## src/rtl/div_unit_controller_if.sv

```systemverilog
// Issue, flush and writeback signals between the scheduler and the divider pool controller.
interface div_unit_controller_if #(
  parameter int UNIT_NUM  = 2,
  parameter int TAG_WIDTH = 7
);
  localparam int UW = $clog2(UNIT_NUM) + 1;

  logic                 issue_req;
  logic [TAG_WIDTH-1:0] issue_tag;
  logic                 issue_zero;
  logic                 flush;
  logic                 can_issue;
  logic [UNIT_NUM-1:0]  unit_start;
  logic                 result_valid;
  logic [UW-1:0]        result_unit;
  logic [TAG_WIDTH-1:0] result_tag;
  logic                 wb_ack;
  logic [UNIT_NUM-1:0]  busy_units;

  modport master (
    output issue_req, issue_tag, issue_zero, flush, wb_ack,
    input  can_issue, unit_start, result_valid, result_unit, result_tag, busy_units
  );

  modport slave (
    input  issue_req, issue_tag, issue_zero, flush, wb_ack,
    output can_issue, unit_start, result_valid, result_unit, result_tag, busy_units
  );
endinterface

```

## src/rtl/div_unit_controller.sv

```systemverilog
// Issue/latency/writeback sequencing for a pool of iterative dividers.
// Optional DIV_ZERO_FAST_EN: divide-by-zero ops complete two cycles after issue.
module div_unit_controller #(
  parameter int UNIT_NUM    = 2,
  parameter int DIV_LATENCY = 34,
  parameter int TAG_WIDTH   = 7,
  parameter int CNT_WIDTH   = $clog2(DIV_LATENCY + 1)
) (
  input logic clk,
  input logic rst,
  div_unit_controller_if.slave bus
);
  localparam int UW = $clog2(UNIT_NUM) + 1;

  typedef enum logic [1:0] {FREE, BUSY, DONE, DRAIN} unitStateT;

  unitStateT            state     [UNIT_NUM];
  unitStateT            stateNext [UNIT_NUM];
  logic [CNT_WIDTH-1:0] cnt       [UNIT_NUM];
  logic [CNT_WIDTH-1:0] cntNext   [UNIT_NUM];
  logic [TAG_WIDTH-1:0] tag       [UNIT_NUM];
  logic [TAG_WIDTH-1:0] tagNext   [UNIT_NUM];

  logic [UW-1:0] rrPtr, rrPtrNext, holdUnit, holdUnitNext;
  logic [UW-1:0] freeIdx, rrSel, presUnit, idx, nextPtr;
  logic          holdValid, holdValidNext;
  logic          anyFree, anyDone, accept, resultValid, ackTake;
  logic [TAG_WIDTH-1:0] presTag;
  logic [CNT_WIDTH-1:0] loadCnt;
  logic [UNIT_NUM-1:0]  startVec, busyVec;

`ifdef DIV_ZERO_FAST_EN
  assign loadCnt = bus.issue_zero ? CNT_WIDTH'(1) : CNT_WIDTH'(DIV_LATENCY - 1);
`else
  logic unusedZero;
  assign unusedZero = bus.issue_zero;
  assign loadCnt    = CNT_WIDTH'(DIV_LATENCY - 1);
`endif

  always_ff @(posedge clk or posedge rst) begin
    if (rst) begin
      for (int unsigned i = 0; i < UNIT_NUM; i++) begin
        state[i] <= FREE;
        cnt[i]   <= '0;
        tag[i]   <= '0;
      end
      rrPtr     <= '0;
      holdValid <= 1'b0;
      holdUnit  <= '0;
    end else begin
      for (int unsigned i = 0; i < UNIT_NUM; i++) begin
        state[i] <= stateNext[i];
        cnt[i]   <= cntNext[i];
        tag[i]   <= tagNext[i];
      end
      rrPtr     <= rrPtrNext;
      holdValid <= holdValidNext;
      holdUnit  <= holdUnitNext;
    end
  end

  // Free-unit priority pick and round-robin search over DONE units.
  always_comb begin
    anyFree = 1'b0;
    freeIdx = '0;
    anyDone = 1'b0;
    rrSel   = '0;
    idx     = '0;
    busyVec = '0;
    for (int unsigned i = 0; i < UNIT_NUM; i++) begin
      busyVec[i] = (state[i] != FREE);
      if (!anyFree && state[i] == FREE) begin
        anyFree = 1'b1;
        freeIdx = UW'(i);
      end
    end
    for (int unsigned i = 0; i < UNIT_NUM; i++) begin
      idx = rrPtr + UW'(i);
      if (idx >= UW'(UNIT_NUM)) idx = idx - UW'(UNIT_NUM);
      for (int unsigned j = 0; j < UNIT_NUM; j++) begin
        if (!anyDone && state[j] == DONE && idx == UW'(j)) begin
          anyDone = 1'b1;
          rrSel   = UW'(j);
        end
      end
    end

    presUnit = holdValid ? holdUnit : rrSel;
    presTag  = '0;
    for (int unsigned j = 0; j < UNIT_NUM; j++) begin
      if (presUnit == UW'(j)) presTag = tag[j];
    end

    resultValid = (holdValid || anyDone) && !bus.flush;
    ackTake     = resultValid && bus.wb_ack;
    accept      = bus.issue_req && anyFree && !bus.flush;

    nextPtr = presUnit + UW'(1);
    if (nextPtr >= UW'(UNIT_NUM)) nextPtr = '0;
  end

  // Per-unit next state plus the writeback hold register.
  always_comb begin
    startVec      = '0;
    rrPtrNext     = rrPtr;
    holdValidNext = holdValid;
    holdUnitNext  = holdUnit;
    for (int unsigned i = 0; i < UNIT_NUM; i++) begin
      stateNext[i] = state[i];
      cntNext[i]   = cnt[i];
      tagNext[i]   = tag[i];
      case (state[i])
        FREE: begin
          if (accept && freeIdx == UW'(i)) begin
            startVec[i]  = 1'b1;
            stateNext[i] = BUSY;
            cntNext[i]   = loadCnt;
            tagNext[i]   = bus.issue_tag;
          end
        end
        BUSY: begin
          // A flush on the final count skips DRAIN: the drain would expire on the same edge.
          if (cnt[i] == CNT_WIDTH'(1)) begin
            stateNext[i] = bus.flush ? FREE : DONE;
            cntNext[i]   = '0;
          end else begin
            cntNext[i] = cnt[i] - CNT_WIDTH'(1);
            if (bus.flush) stateNext[i] = DRAIN;
          end
        end
        DONE: begin
          if (bus.flush || (ackTake && presUnit == UW'(i))) stateNext[i] = FREE;
        end
        DRAIN: begin
          if (cnt[i] == CNT_WIDTH'(1)) begin
            stateNext[i] = FREE;
            cntNext[i]   = '0;
          end else begin
            cntNext[i] = cnt[i] - CNT_WIDTH'(1);
          end
        end
        default: stateNext[i] = FREE;
      endcase
    end

    if (bus.flush) begin
      holdValidNext = 1'b0;
    end else if (ackTake) begin
      holdValidNext = 1'b0;
      rrPtrNext     = nextPtr;
    end else if (resultValid && !holdValid) begin
      holdValidNext = 1'b1;
      holdUnitNext  = rrSel;
    end
  end

  assign bus.can_issue    = anyFree;
  assign bus.unit_start   = startVec;
  assign bus.result_valid = resultValid;
  assign bus.result_unit  = resultValid ? presUnit : '0;
  assign bus.result_tag   = resultValid ? presTag : '0;
  assign bus.busy_units   = busyVec;

`ifndef SYNTHESIS
  always @(posedge clk) begin
    if (!rst) begin
      assert (!(bus.issue_req && !anyFree))
        else $warning("issue_req with no divider free; request ignored");
      for (int unsigned i = 0; i < UNIT_NUM; i++) begin
        assert (!((state[i] == BUSY || state[i] == DRAIN) && cnt[i] == '0))
          else $error("divider unit %0d counting with zero count", i);
      end
    end
  end
`endif
endmodule
```

## src/flat_wrapper.sv

```systemverilog
// flat-port wrapper written by rule: the top's interface ports become plain ports
module div_unit_controller_flat 
#(
  parameter int UNIT_NUM    = 2,
  parameter int DIV_LATENCY = 34,
  parameter int TAG_WIDTH   = 7,
  parameter int CNT_WIDTH   = $clog2(DIV_LATENCY + 1)
)
  (clk, rst, bus_issue_req, bus_issue_tag, bus_issue_zero, bus_flush, bus_wb_ack, bus_can_issue, bus_unit_start, bus_result_valid, bus_result_unit, bus_result_tag, bus_busy_units);
  div_unit_controller_if #(.UNIT_NUM(UNIT_NUM), .TAG_WIDTH(TAG_WIDTH)) bus_i ();
  input logic clk;
  input logic rst;
  input wire logic [$bits(bus_i.issue_req)-1:0] bus_issue_req;
  input wire logic [$bits(bus_i.issue_tag)-1:0] bus_issue_tag;
  input wire logic [$bits(bus_i.issue_zero)-1:0] bus_issue_zero;
  input wire logic [$bits(bus_i.flush)-1:0] bus_flush;
  input wire logic [$bits(bus_i.wb_ack)-1:0] bus_wb_ack;
  output wire logic [$bits(bus_i.can_issue)-1:0] bus_can_issue;
  output wire logic [$bits(bus_i.unit_start)-1:0] bus_unit_start;
  output wire logic [$bits(bus_i.result_valid)-1:0] bus_result_valid;
  output wire logic [$bits(bus_i.result_unit)-1:0] bus_result_unit;
  output wire logic [$bits(bus_i.result_tag)-1:0] bus_result_tag;
  output wire logic [$bits(bus_i.busy_units)-1:0] bus_busy_units;
  assign bus_i.issue_req = bus_issue_req;
  assign bus_i.issue_tag = bus_issue_tag;
  assign bus_i.issue_zero = bus_issue_zero;
  assign bus_i.flush = bus_flush;
  assign bus_i.wb_ack = bus_wb_ack;
  assign bus_can_issue = bus_i.can_issue;
  assign bus_unit_start = bus_i.unit_start;
  assign bus_result_valid = bus_i.result_valid;
  assign bus_result_unit = bus_i.result_unit;
  assign bus_result_tag = bus_i.result_tag;
  assign bus_busy_units = bus_i.busy_units;
  div_unit_controller #(.UNIT_NUM(UNIT_NUM), .DIV_LATENCY(DIV_LATENCY), .TAG_WIDTH(TAG_WIDTH), .CNT_WIDTH(CNT_WIDTH)) u_core (.clk(clk), .rst(rst), .bus(bus_i));
endmodule
```

## config.mk

```make
export PLATFORM = sky130hd
export DESIGN_NAME = div_unit_controller_flat
export DESIGN_NICKNAME = d
export VERILOG_FILES = /design/src/rtl/div_unit_controller_if.sv /design/src/rtl/div_unit_controller.sv /design/src/flat_wrapper.sv
export SDC_FILE = /design/constraint.sdc
export NUM_CORES = 1
export LEC_CHECK = 0
export CAP_MARGIN = 15
export CORE_UTILIZATION = 53
export DETAILED_ROUTE_END_ITERATION = 6
export PLACE_DENSITY = 0.79
export SLEW_MARGIN = 20
export SYNTH_ARGS = -nofsm -noshare
export SYNTH_HDL_FRONTEND = slang
export SYNTH_SLANG_ARGS = --single-unit
```

## constraint.sdc

```tcl
create_clock -name clk -period 1.8 [get_ports clk]
set_input_delay 0.36 -clock clk [delete_from_list [all_inputs] [get_ports clk]]
set_output_delay 0.36 -clock clk [all_outputs]
set_load 0.1 [all_outputs]
```

Yosys cells after proc, flatten, opt, wreduce, memory -nomap -nowiden

Cells that the tools add are included.

Register bits: 35
Input port bits: 13
Output and inout bits: 15

$add $sub $neg: 6
Order comparisons: 3
Equality and inequality tests: 20
Multiplexer cells: 43
Bitwise gates (word level): 2
Reductions and logical operators: 47

Operators with widths:

| operator                                                              | count |
|---|---|
| 2-bit 2-to-1 mux                                                      | 15 |
| 6-bit 2-to-1 mux                                                      | 4 |
| 6-bit one-hot mux with 2 select lines                                 | 2 |
| 7-bit 2-to-1 mux                                                      | 3 |
| 1-bit logical AND                                                     | 17 |
| 1-bit 2-to-1 mux                                                      | 17 |
| 2-bit one-hot mux with 4 select lines                                 | 2 |
| 6-bit by 1-bit equality test with 1-bit output, second input constant | 2 |
| 2-bit zero test                                                       | 6 |
| 6-bit by 1-bit subtractor with 6-bit output, second input constant    | 2 |
| 2-bit by 1-bit equality test with 1-bit output, second input constant | 5 |
| 2-bit AND reduction                                                   | 5 |
| 2-bit equality test, second input constant                            | 4 |
| 2-bit != test, second input constant                                  | 4 |
| 4-bit AND reduction                                                   | 2 |
| 2-bit nonzero test                                                    | 4 |
| 2-bit greater-or-equal comparator, second input constant              | 3 |
| 1-bit zero test                                                       | 6 |
| 3-bit by 2-bit != test with 1-bit output, second input constant       | 2 |
| 2-bit by 1-bit adder with 2-bit output, second input constant         | 2 |
| 2-bit by 1-bit != test with 1-bit output, second input constant       | 2 |
| 2-bit OR reduction                                                    | 2 |
| 2-bit subtractor, second input constant                               | 2 |
| 1-bit logical OR                                                      | 3 |
| other kinds (4)                                                       | 5 |

Depth between registers and ports, before layout

Gate-level depths: netlist of the first run.

Depth after elaboration: 24
Mapped depth: 8
Mapped depth without buffers: 6

Worst setup path before layout of the first run

Ideal clock, no wire load.

Path type: register to output
Start point: register u_core.state[2] (netlist name)
End point: output port bus_result_unit[0]
Data arrival time: 2488 ps
Slack: -1048 ps
Stages on the path, launching flop included: 6
Buffers on the path: 1
Cell sequence: dfrtp_1 > or2b_1 > a31o_2 > clkbuf_1 > inv_1 > and2_1

Cells in the longest elaborated chain, start to end: 18
Elaborated cells on any way between the ends: 22
Those cells by class: eq/ne (1); mux (9); reduce/logical (12)

RTL lines:

| what                            | line                       | text |
|---|---|---|
| start, declared                 | div_unit_controller.sv:17  | `unitStateT state [UNIT_NUM];` |
| start signal, assigned by index | div_unit_controller.sv:52  | `state[i] <= stateNext[i];` |
| 2-bit equality test (*)         | div_unit_controller.sv:81  | `if (!anyDone && state[j] == DONE && idx == UW'(j)) begin` |
| 1-bit logical AND               | div_unit_controller.sv:81  |  |
| 1-bit 2-to-1 mux                | div_unit_controller.sv:81  |  |
| 1-bit zero test                 | div_unit_controller.sv:81  |  |
| 1-bit logical AND (2 in a row)  | div_unit_controller.sv:81  |  |
| 1-bit 2-to-1 mux                | div_unit_controller.sv:81  |  |
| 1-bit zero test                 | div_unit_controller.sv:81  |  |
| 1-bit logical AND (2 in a row)  | div_unit_controller.sv:81  |  |
| 1-bit 2-to-1 mux (*)            | div_unit_controller.sv:81  |  |
| 1-bit zero test                 | div_unit_controller.sv:81  |  |
| 1-bit logical AND (2 in a row)  | div_unit_controller.sv:81  |  |
| 1-bit 2-to-1 mux (*)            | div_unit_controller.sv:81  |  |
| 1-bit logical OR (*)            | div_unit_controller.sv:94  | `resultValid = (holdValid \|\| anyDone) && !bus.flush;` |
| 1-bit logical AND (*)           | div_unit_controller.sv:94  |  |
| named net bus_result_valid      | flat_wrapper.sv:20         | `output wire logic [$bits(bus_i.result_valid)-1:0] bus_result_valid;` |
| 2-bit 2-to-1 mux (*)            | div_unit_controller.sv:160 | `assign bus.result_unit = resultValid ? presUnit : '0;` |
| end, declared                   | flat_wrapper.sv:21         | `output wire logic [$bits(bus_i.result_unit)-1:0] bus_result_unit;` |

Mark *: on every way through the listed nets, which the timed path passes. The rest lies on a longest branch.

Worst setup path in the final report of the first run

Start point: register u_core.state[0] (netlist name)
End point: output port bus_result_tag[3]

Cells in the longest elaborated chain, start to end: 17
Elaborated cells on any way between the ends: 23
Those cells by class: eq/ne (2); mux (10); reduce/logical (11)

RTL lines:

| what                           | line                       | text |
|---|---|---|
| 2-bit equality test (*)        | div_unit_controller.sv:81  |  |
| 1-bit logical AND (2 in a row) | div_unit_controller.sv:81  |  |
| 1-bit 2-to-1 mux               | div_unit_controller.sv:81  |  |
| 1-bit zero test                | div_unit_controller.sv:81  |  |
| 1-bit logical AND (2 in a row) | div_unit_controller.sv:81  |  |
| 1-bit 2-to-1 mux               | div_unit_controller.sv:81  |  |
| 1-bit zero test                | div_unit_controller.sv:81  |  |
| 1-bit logical AND (2 in a row) | div_unit_controller.sv:81  |  |
| 1-bit 2-to-1 mux               | div_unit_controller.sv:81  |  |
| 2-bit 2-to-1 mux               | div_unit_controller.sv:88  | `presUnit = holdValid ? holdUnit : rrSel;` |
| 2-bit zero test                | div_unit_controller.sv:91  | `if (presUnit == UW'(j)) presTag = tag[j];` |
| 7-bit 2-to-1 mux (2 in a row)  | div_unit_controller.sv:91  |  |
| 7-bit 2-to-1 mux (*)           | div_unit_controller.sv:161 | `assign bus.result_tag = resultValid ? presTag : '0;` |
| end, declared                  | flat_wrapper.sv:22         | `output wire logic [$bits(bus_i.result_tag)-1:0] bus_result_tag;` |

Every way passes the cells marked *; elsewhere a longest branch is shown, timed or not.

==> implementation parameters, run 1 <==
Parameter                              Value

Run status
  Status    finished, violations left
  Violations in the final reports    setup timing

Synthesis
  Post-Synthesis Cell Area    1730 sq um
  Yosys warning total    0
  Top cell types by occurrence after synthesis    sky130_fd_sc_hd__nand2_1 (53), sky130_fd_sc_hd__dfrtp_1 (33), sky130_fd_sc_hd__nor2_1 (14)
  Ranking of synthesized cells by area    sky130_fd_sc_hd__dfrtp_1 (48%), sky130_fd_sc_hd__nand2_1 (12%), sky130_fd_sc_hd__mux2i_1 (5.8%)
  Async set-or-reset flop fraction in the synthesized netlist    100%
  Synthesized flop and latch total    33
  Net count after synthesis    210
  Library cell with the largest summed area after synthesis    sky130_fd_sc_hd__dfrtp_1
  Mean instance size in the synthesized netlist    between 8 and 9 sq um
  Primary FF master, synth    sky130_fd_sc_hd__dfrtp_1
  Library cell with the highest instance count after synthesis    sky130_fd_sc_hd__nand2_1
  Area fraction of the dominant cell type after synthesis    a little under half
  EDFF count, synth    0
  Number of distinct library cells after synthesis    43
  Synth Instances    approximately 190
  Share of synthesized area occupied by flip-flops and latches    47.8%

Placed design
  HPWL after detailed placement    2910 um
  IO Port Bufs    25
  Placed Instances    about 280
  Worst setup timing slack at the placement stage    -0.237 ns
  Post-Place Cell Area    2380 sq um
  Routability congestion estimate    between 0.8 and 0.9

Clock network
  Root Buffer Master    sky130_fd_sc_hd__clkbuf_4
  Clock tree buffer depth    2
  CTS tree    done
  Register clock-pin slew on the reported worst setup and hold paths    0.12 ns
  Hold Buf Count CTS    0
  Clock insertion delay at the later pin of the skew report    approximately 0.36 ns
  Htree depth    2
  CTS sink count    33
  Total clock buffers created by CTS    5

STA
  Setup slack of the critical path after layout    -0.565 ns
  Setup repair after global routing missed its margin    yes
  Final period utilization    131%
  Post-route minimum period    ~2.4 ns
  Final setup viols    21
  Final hold vios    0
  Final max-slew violation count    0
  Maximum achievable frequency    about 420 MHz
  Hold slack final    0.378 ns
  Worst Skew    0.00766 ns
  Setup TNS    -5.46 ns

Critical path
  Cell with the largest stage delay on the worst path    sky130_fd_sc_hd__dfrtp_1
  CP cell instances    nand2b_4 -> o31ai_4 -> buf_6 -> mux2i_2 -> nor2_4 -> buf_12
  Register-to-register path setup slack    -0.15 ns
  Delay of the slowest cell on the worst path    between 0.4 and 0.5 ns
  Type of element capturing the critical path    primary output
  Worst-case reg-to-reg path depth    9
  Category of the most critical setup path    flop to primary output
  Nature of the critical path startpoint    flop
  CP Max Fanout    5
  Critical path data arrival time    roughly 2.0 ns
  Critical path required time    1.44 ns

Drt
  Average wire per standard cell    around 21 um
  First-pass DRT Iterations    5
  DRT iter0 DRCs    98
  Average via count per standard cell    between 6 and 7
  Sum of routed wire segments on met1    around 2200 um
  Total wirelength of the detailed-routed design    about 6000 um
  Met3 Wirelength    between 500 and 600 um
  Post-route ant nets    0
  Sum of met2 wire segment lengths after detailed routing    a little under 3000 um
  Max layer used    met4
  Remaining routing DRC violations    0
  Via count    around 1800

Power
  Overall power    between 1 and 1.5 mW
  Static Leak    ~1.2 nW
  Cell Pwr Density    485 nW/um^2
  Highest ir drop seen on vdd    between 500 and 600 uV

Final layout
  Final net count    between 200 and 300
  Antenna cell count    0
  Final core utilization    between 80 and 90%
  Post-route design area    ~2700 sq um
  Layout-stage area growth over the synthesis result    54.1%
  Footprint of the flip-flops and latches    ~830 sq um
  Area taken by multi-input logic gates    1020 sq um
  Final standard cell count with taps included and fillers excluded    290
  Fillcell total    approximately 140
  Ratio of cells with drive above 1 in the final layout    between 30% and 40%

Floorplan
  Area enclosed by the die boundary    3490 sq um
  Total I/O pin count    28
  Core footprint    approximately 3100 sq um
  Number of rows in the core area    20
  Initial Util    56.1%
  Horiz. Die Dim    59.1 um
  Die Span Y    about 59 um

Global routing
  Antenna violations before repair    0
  GRT Util Overall    around a third
  First-pass GRT wire length    roughly 7900 um
  Number of global-route vias before repair    1667
  Pin count of the biggest net entering global routing    34
  GRT Residual Overflow    0

Min path
  Type of the most critical hold path    input pin to asynchronous set/reset pin

Run
  Max-cap violations    0
[worst max-delay path: cells and delay by family, from the launching register on]
family | cells | cell delay [ns]
DFF | 1 | 0.41
and+or+nand+nor | 2 | 0.24
muxes | 1 | 0.34
AOI/OAI and AO/OA | 1 | 0.27
buffers and inverters | 2 | 0.38
[cell usage in the layout, fill, tap and decap left out, types with 3 or more instances in the layout]
master and n:
sky130_fd_sc_hd__o21ai_1 3, sky130_fd_sc_hd__inv_1 9, sky130_fd_sc_hd__o21ai_0 5, sky130_fd_sc_hd__buf_12 15
sky130_fd_sc_hd__clkbuf_4 5, sky130_fd_sc_hd__ha_1 4, sky130_fd_sc_hd__nor3b_1 3, sky130_fd_sc_hd__buf_4 18
sky130_fd_sc_hd__buf_6 10, sky130_fd_sc_hd__mux2i_4 5, sky130_fd_sc_hd__or3_1 3, sky130_fd_sc_hd__nor3_1 3
sky130_fd_sc_hd__clkdlybuf4s50_1 10, sky130_fd_sc_hd__o22ai_1 4, sky130_fd_sc_hd__nand2_1 51, sky130_fd_sc_hd__nor2_1 6
sky130_fd_sc_hd__dfrtp_1 32, sky130_fd_sc_hd__mux2i_1 3, sky130_fd_sc_hd__nor2_4 8
[sequential cells by signal, summed over array words and instances, names as in the netlist]
name / cells
u_core.tag: 14
u_core.cnt: 12
u_core.state: 4
u_core.holdUnit: 1
u_core.holdValid: 1
u_core.rrPtr: 1
[area by class of cell]
class / instances / area share [%]
flip-flops and latches: 33 / 31.1
inverters: 12 / 1.93
multi-input cells: 139 / 38.3
clock buffers: 6 / 1.55
well taps: 44 / 2.07
repair buffers: 54 / 24.7
clock inverters: 2 / 0.376
[routing by layer]
layer  GRT usage (%)  vias up
li1                -      747
met1            38.0      852
met2            52.8      134
met3            9.83       37
met4            16.0        0
met5               0        -
[cells by family (layout without fill, tap and decap cells)]
kind of cell | Yosys count | count (layout) | share of synthesized area [%]
compound gates | 24 | 24 | 9.28
xor+xnor | 2 | 2 | 1.01
fa+ha+maj | 4 | 4 | 2.90
buf+inv | 21 | 74 | 6.09
flops | 33 | 33 | 47.8
mux | 11 | 11 | 6.45
other cells | 1 | 1 | 0.217
simple gates | 97 | 97 | 26.2
[final timing paths]
check / endpoint / from
max in group asynchronous: u_core.state[2] / rst
min in group clk: u_core.tag[6] / u_core.tag[6]
worst min register to register: u_core.tag[6] / u_core.tag[6]
worst max-delay path: bus_result_tag[3] / u_core.state[0]
worst max register to register: u_core.cnt[8] / u_core.state[2]
worst min-delay path: u_core.tag[5] / rst
[where the power goes]
part	total (mW)	leakage [nW]	internal, mW	switching [mW]
sequential	0.759	0.411	0.749	0.00981
clock	0.445	0.0320	0.149	0.296
combinational	0.0870	0.788	0.0368	0.0501
total	1.29	1.23	0.934	0.356
[repair_timing]
action,CTS,global route
resized for setup,24,15
pin swaps,2,6
endpoints found under the setup margin,16,20
buffers inserted,5,3
cloned,1,0
No activity file was read; power rests on OpenSTA's default activity.
==> inputs of run 2 (changes only) <==
--- a/config.mk
+++ b/config.mk
@@ -6,9 +6,11 @@
 export NUM_CORES = 1
 export LEC_CHECK = 0
 export CAP_MARGIN = 15
-export CORE_UTILIZATION = 53
+export CELL_PAD_IN_SITES_DETAIL_PLACEMENT = 1
+export CELL_PAD_IN_SITES_GLOBAL_PLACEMENT = 2
+export CORE_UTILIZATION = 32
 export DETAILED_ROUTE_END_ITERATION = 6
-export PLACE_DENSITY = 0.79
+export PLACE_DENSITY_LB_ADDON = 0.1
 export SLEW_MARGIN = 20
 export SYNTH_ARGS = -nofsm -noshare
 export SYNTH_HDL_FRONTEND = slang
==> implementation parameters, run 2 (synthesis results as in run 1) <==
Parameter                              Value

Placed design
  Worst setup timing slack at the placement stage    -0.325 ns (was -0.237 ns)
  HPWL after detailed placement    3430 um (was 2910 um)
  IO Port Bufs    25 (unchanged)
  Routability congestion estimate    0.825 (was 0.844)

Global routing
  Pin count of the biggest net entering global routing    34 (unchanged)
  Number of global-route vias before repair    1641 (was 1667)
  Antenna violations before repair    0 (unchanged)
  GRT Residual Overflow    0 (unchanged)
  First-pass GRT wire length    8060 um (was 7920 um)
  GRT Util Overall    19.4% (was 32.0%)

Clock network
  Clock tree buffer depth    2 (unchanged)
  Total clock buffers created by CTS    5 (unchanged)
  Register clock-pin slew on the reported worst setup and hold paths    0.07 ns (was 0.12 ns)
  Root Buffer Master    sky130_fd_sc_hd__clkbuf_8 (was sky130_fd_sc_hd__clkbuf_4)
  CTS tree    done (unchanged)
  CTS sink count    33 (unchanged)
  Htree depth    2 (unchanged)
  Clock insertion delay at the later pin of the skew report    0.28 ns (was 0.36 ns)

Power
  Cell Pwr Density    516 nW/um^2 (was 485 nW/um^2)
  Overall power    1.40 mW (was 1.29 mW)
  Highest ir drop seen on vdd    467 uV (was 539 uV)
  Static Leak    1.22 nW (was 1.23 nW)

Critical path
  Critical path required time    1.44 ns (about the same)
  CP Max Fanout    9 (was 5)
  Type of element capturing the critical path    primary output (unchanged)
  Category of the most critical setup path    flop to primary output (unchanged)
  Nature of the critical path startpoint    flop (unchanged)
  Worst flop-to-flop path startpoint    u_core.state[2] (unchanged)
  Critical path data arrival time    1.81 ns (was 2.00 ns)
  Startpoint of the worst setup timing path    u_core.state[0] (unchanged)

STA
  Setup TNS    -3.57 ns (was -5.46 ns)
  Hold slack final    0.470 ns (was 0.378 ns)
  Final period utilization    120% (was 131%)
  Maximum achievable frequency    461 MHz (was 423 MHz)
  Setup repair after global routing missed its margin    yes (unchanged)
  Setup slack of the critical path after layout    -0.368 ns (was -0.565 ns)
  Worst Skew    0.00392 ns (was 0.00766 ns)
  Final hold vios    0 (unchanged)
  Post-route minimum period    2.17 ns (was 2.36 ns)
  Final setup viols    14 (was 21)
  Final max-slew violation count    0 (unchanged)

Final layout
  Antenna cell count    0 (unchanged)
  Largest registers    u_core.tag x14, u_core.cnt x12, u_core.state x4 (unchanged)
  Register name with the most flops    u_core.tag (unchanged)
  Fillcell total    587 (was 139)
  Final net count    258 (was 262)
  Flip-flop count of the largest register, all copies and words added    14 (unchanged)
  Ratio of cells with drive above 1 in the final layout    32.4% (was 35.0%)
  Commonest cells after routing, fill and taps aside    sky130_fd_sc_hd__nand2_1 (52), sky130_fd_sc_hd__dfrtp_1 (33), sky130_fd_sc_hd__buf_12 (16), sky130_fd_sc_hd__buf_4 (15), sky130_fd_sc_hd__clkdlybuf4s50_1 (10) (was sky130_fd_sc_hd__nand2_1 (51), sky130_fd_sc_hd__dfrtp_1 (32), sky130_fd_sc_hd__buf_4 (18), sky130_fd_sc_hd__buf_12 (15))
  Most common cell after layout, fill and taps aside    sky130_fd_sc_hd__nand2_1 (unchanged)
  Layout-stage area growth over the synthesis result    56.7% (was 54.1%)
  Area taken by multi-input logic gates    1010 sq um (was 1020 sq um)
  Final core utilization    52.6% (was 86.5%)
  Footprint of the flip-flops and latches    826 sq um (was 827 sq um)

Min path
  Type of the most critical hold path    input pin to asynchronous set/reset pin (unchanged)

Floorplan
  Core footprint    5140 sq um (was 3080 sq um)
  Number of rows in the core area    26 (was 20)
  Initial Util    33.6% (was 56.1%)
  Total I/O pin count    28 (unchanged)
  Horiz. Die Dim    75.5 um (was 59.1 um)
  Area enclosed by the die boundary    5690 sq um (was 3490 sq um)
  Die Span Y    75.5 um (was 59.1 um)

Run
  Max-cap violations    0 (unchanged)

Drt
  Post-route ant nets    0 (unchanged)
  Average via count per standard cell    4.82 (was 6.10)
  Remaining routing DRC violations    0 (unchanged)
  First-pass DRT Iterations    4 (was 5)
  Average wire per standard cell    15.1 um (was 20.7 um)
  Total wirelength of the detailed-routed design    4690 um (was 5990 um)
  DRT iter0 DRCs    37 (was 98)
  Via count    1499 (was 1770)

Run status
  Status    finished, violations left (unchanged)
  Violations in the final reports    setup timing (unchanged)
-- run 2: cell types whose count changed in the layout (fill, tap and decap cells not counted), moves of 2 or more --
cell	before	now
sky130_fd_sc_hd__buf_4	18	15
sky130_fd_sc_hd__buf_6	10	6
sky130_fd_sc_hd__clkbuf_4	5	0
sky130_fd_sc_hd__clkinv_2	2	0
sky130_fd_sc_hd__mux2i_2	2	0
sky130_fd_sc_hd__mux2i_4	5	7
sky130_fd_sc_hd__clkbuf_8	0	6
sky130_fd_sc_hd__buf_8	0	2
-- run 2: layer usage --
metal | up-vias | GRT usage, % | routed length, um
met5 | - | 0 | 0
li1 | 737 | - | -
met1 | 734 | 23.8 | 2060
met3 | 5 | 3.44 | 122
met2 | 23 | 34.2 | 2460
met4 | 0 | 6.79 | 55
-- run 2: path summary, 6_finish.rpt --
kind / endpoint / slack [ns] / cells after the start
worst max-delay path: bus_result_tag[0] / -0.37 / 6
worst min-delay path: u_core.cnt[3] / 0.47 / 3
worst max register to register: u_core.cnt[8] / -0.01 / 8
worst min register to register: u_core.cnt[5] / 0.52 / 2
max in group asynchronous: u_core.tag[1] / 1.02 / 3
min in group clk: u_core.cnt[5] / 0.52 / 2
-- run 2: area by class of cell --
class                           count  area share [%]
Multi-Input combinational cell    139            37.4
Sequential cell                    33            30.5
Timing Repair Buffer               50            23.6
Tap cell                           70            3.24
Clock buffer                        7            3.19
Inverter                           12            1.99
-- run 2: repair_timing --
| item | 4_1_cts | 5_1_grt |
|---|---|---|
| pin swaps | 4 | 6 |
| buffers inserted | 4 | 3 |
| resized for setup | 26 | 9 |
| setup endpoints to repair | 15 | 14 |
| hold buffers | 0 | 0 |
-- run 2: report_power, final --
| part | switching (mW) | internal [mW] |
|---|---|---|
| registers | 0.00751 | 0.750 |
| logic | 0.0444 | 0.0364 |
| clock network | 0.256 | 0.303 |
| total | 0.308 | 1.09 |
-- run 2: critical path, stage by stage (launching register included) --
cell	delay [ns]
sky130_fd_sc_hd__dfrtp_1	0.39
sky130_fd_sc_hd__nand2b_4	0.16
sky130_fd_sc_hd__o31ai_4	0.25
sky130_fd_sc_hd__buf_12	0.21
sky130_fd_sc_hd__mux2i_4	0.27
sky130_fd_sc_hd__nor2_4	0.06
sky130_fd_sc_hd__buf_12	0.16
-- run 2: stage by stage --
step / instance area (sq um) / std cells
after CTS: 2640 / 309
after floorplan: 1860 / 193
final: 2710 / 311
after global placement: 2410 / 299
after detailed placement: 2410 / 299
after global routing: 2710 / 311
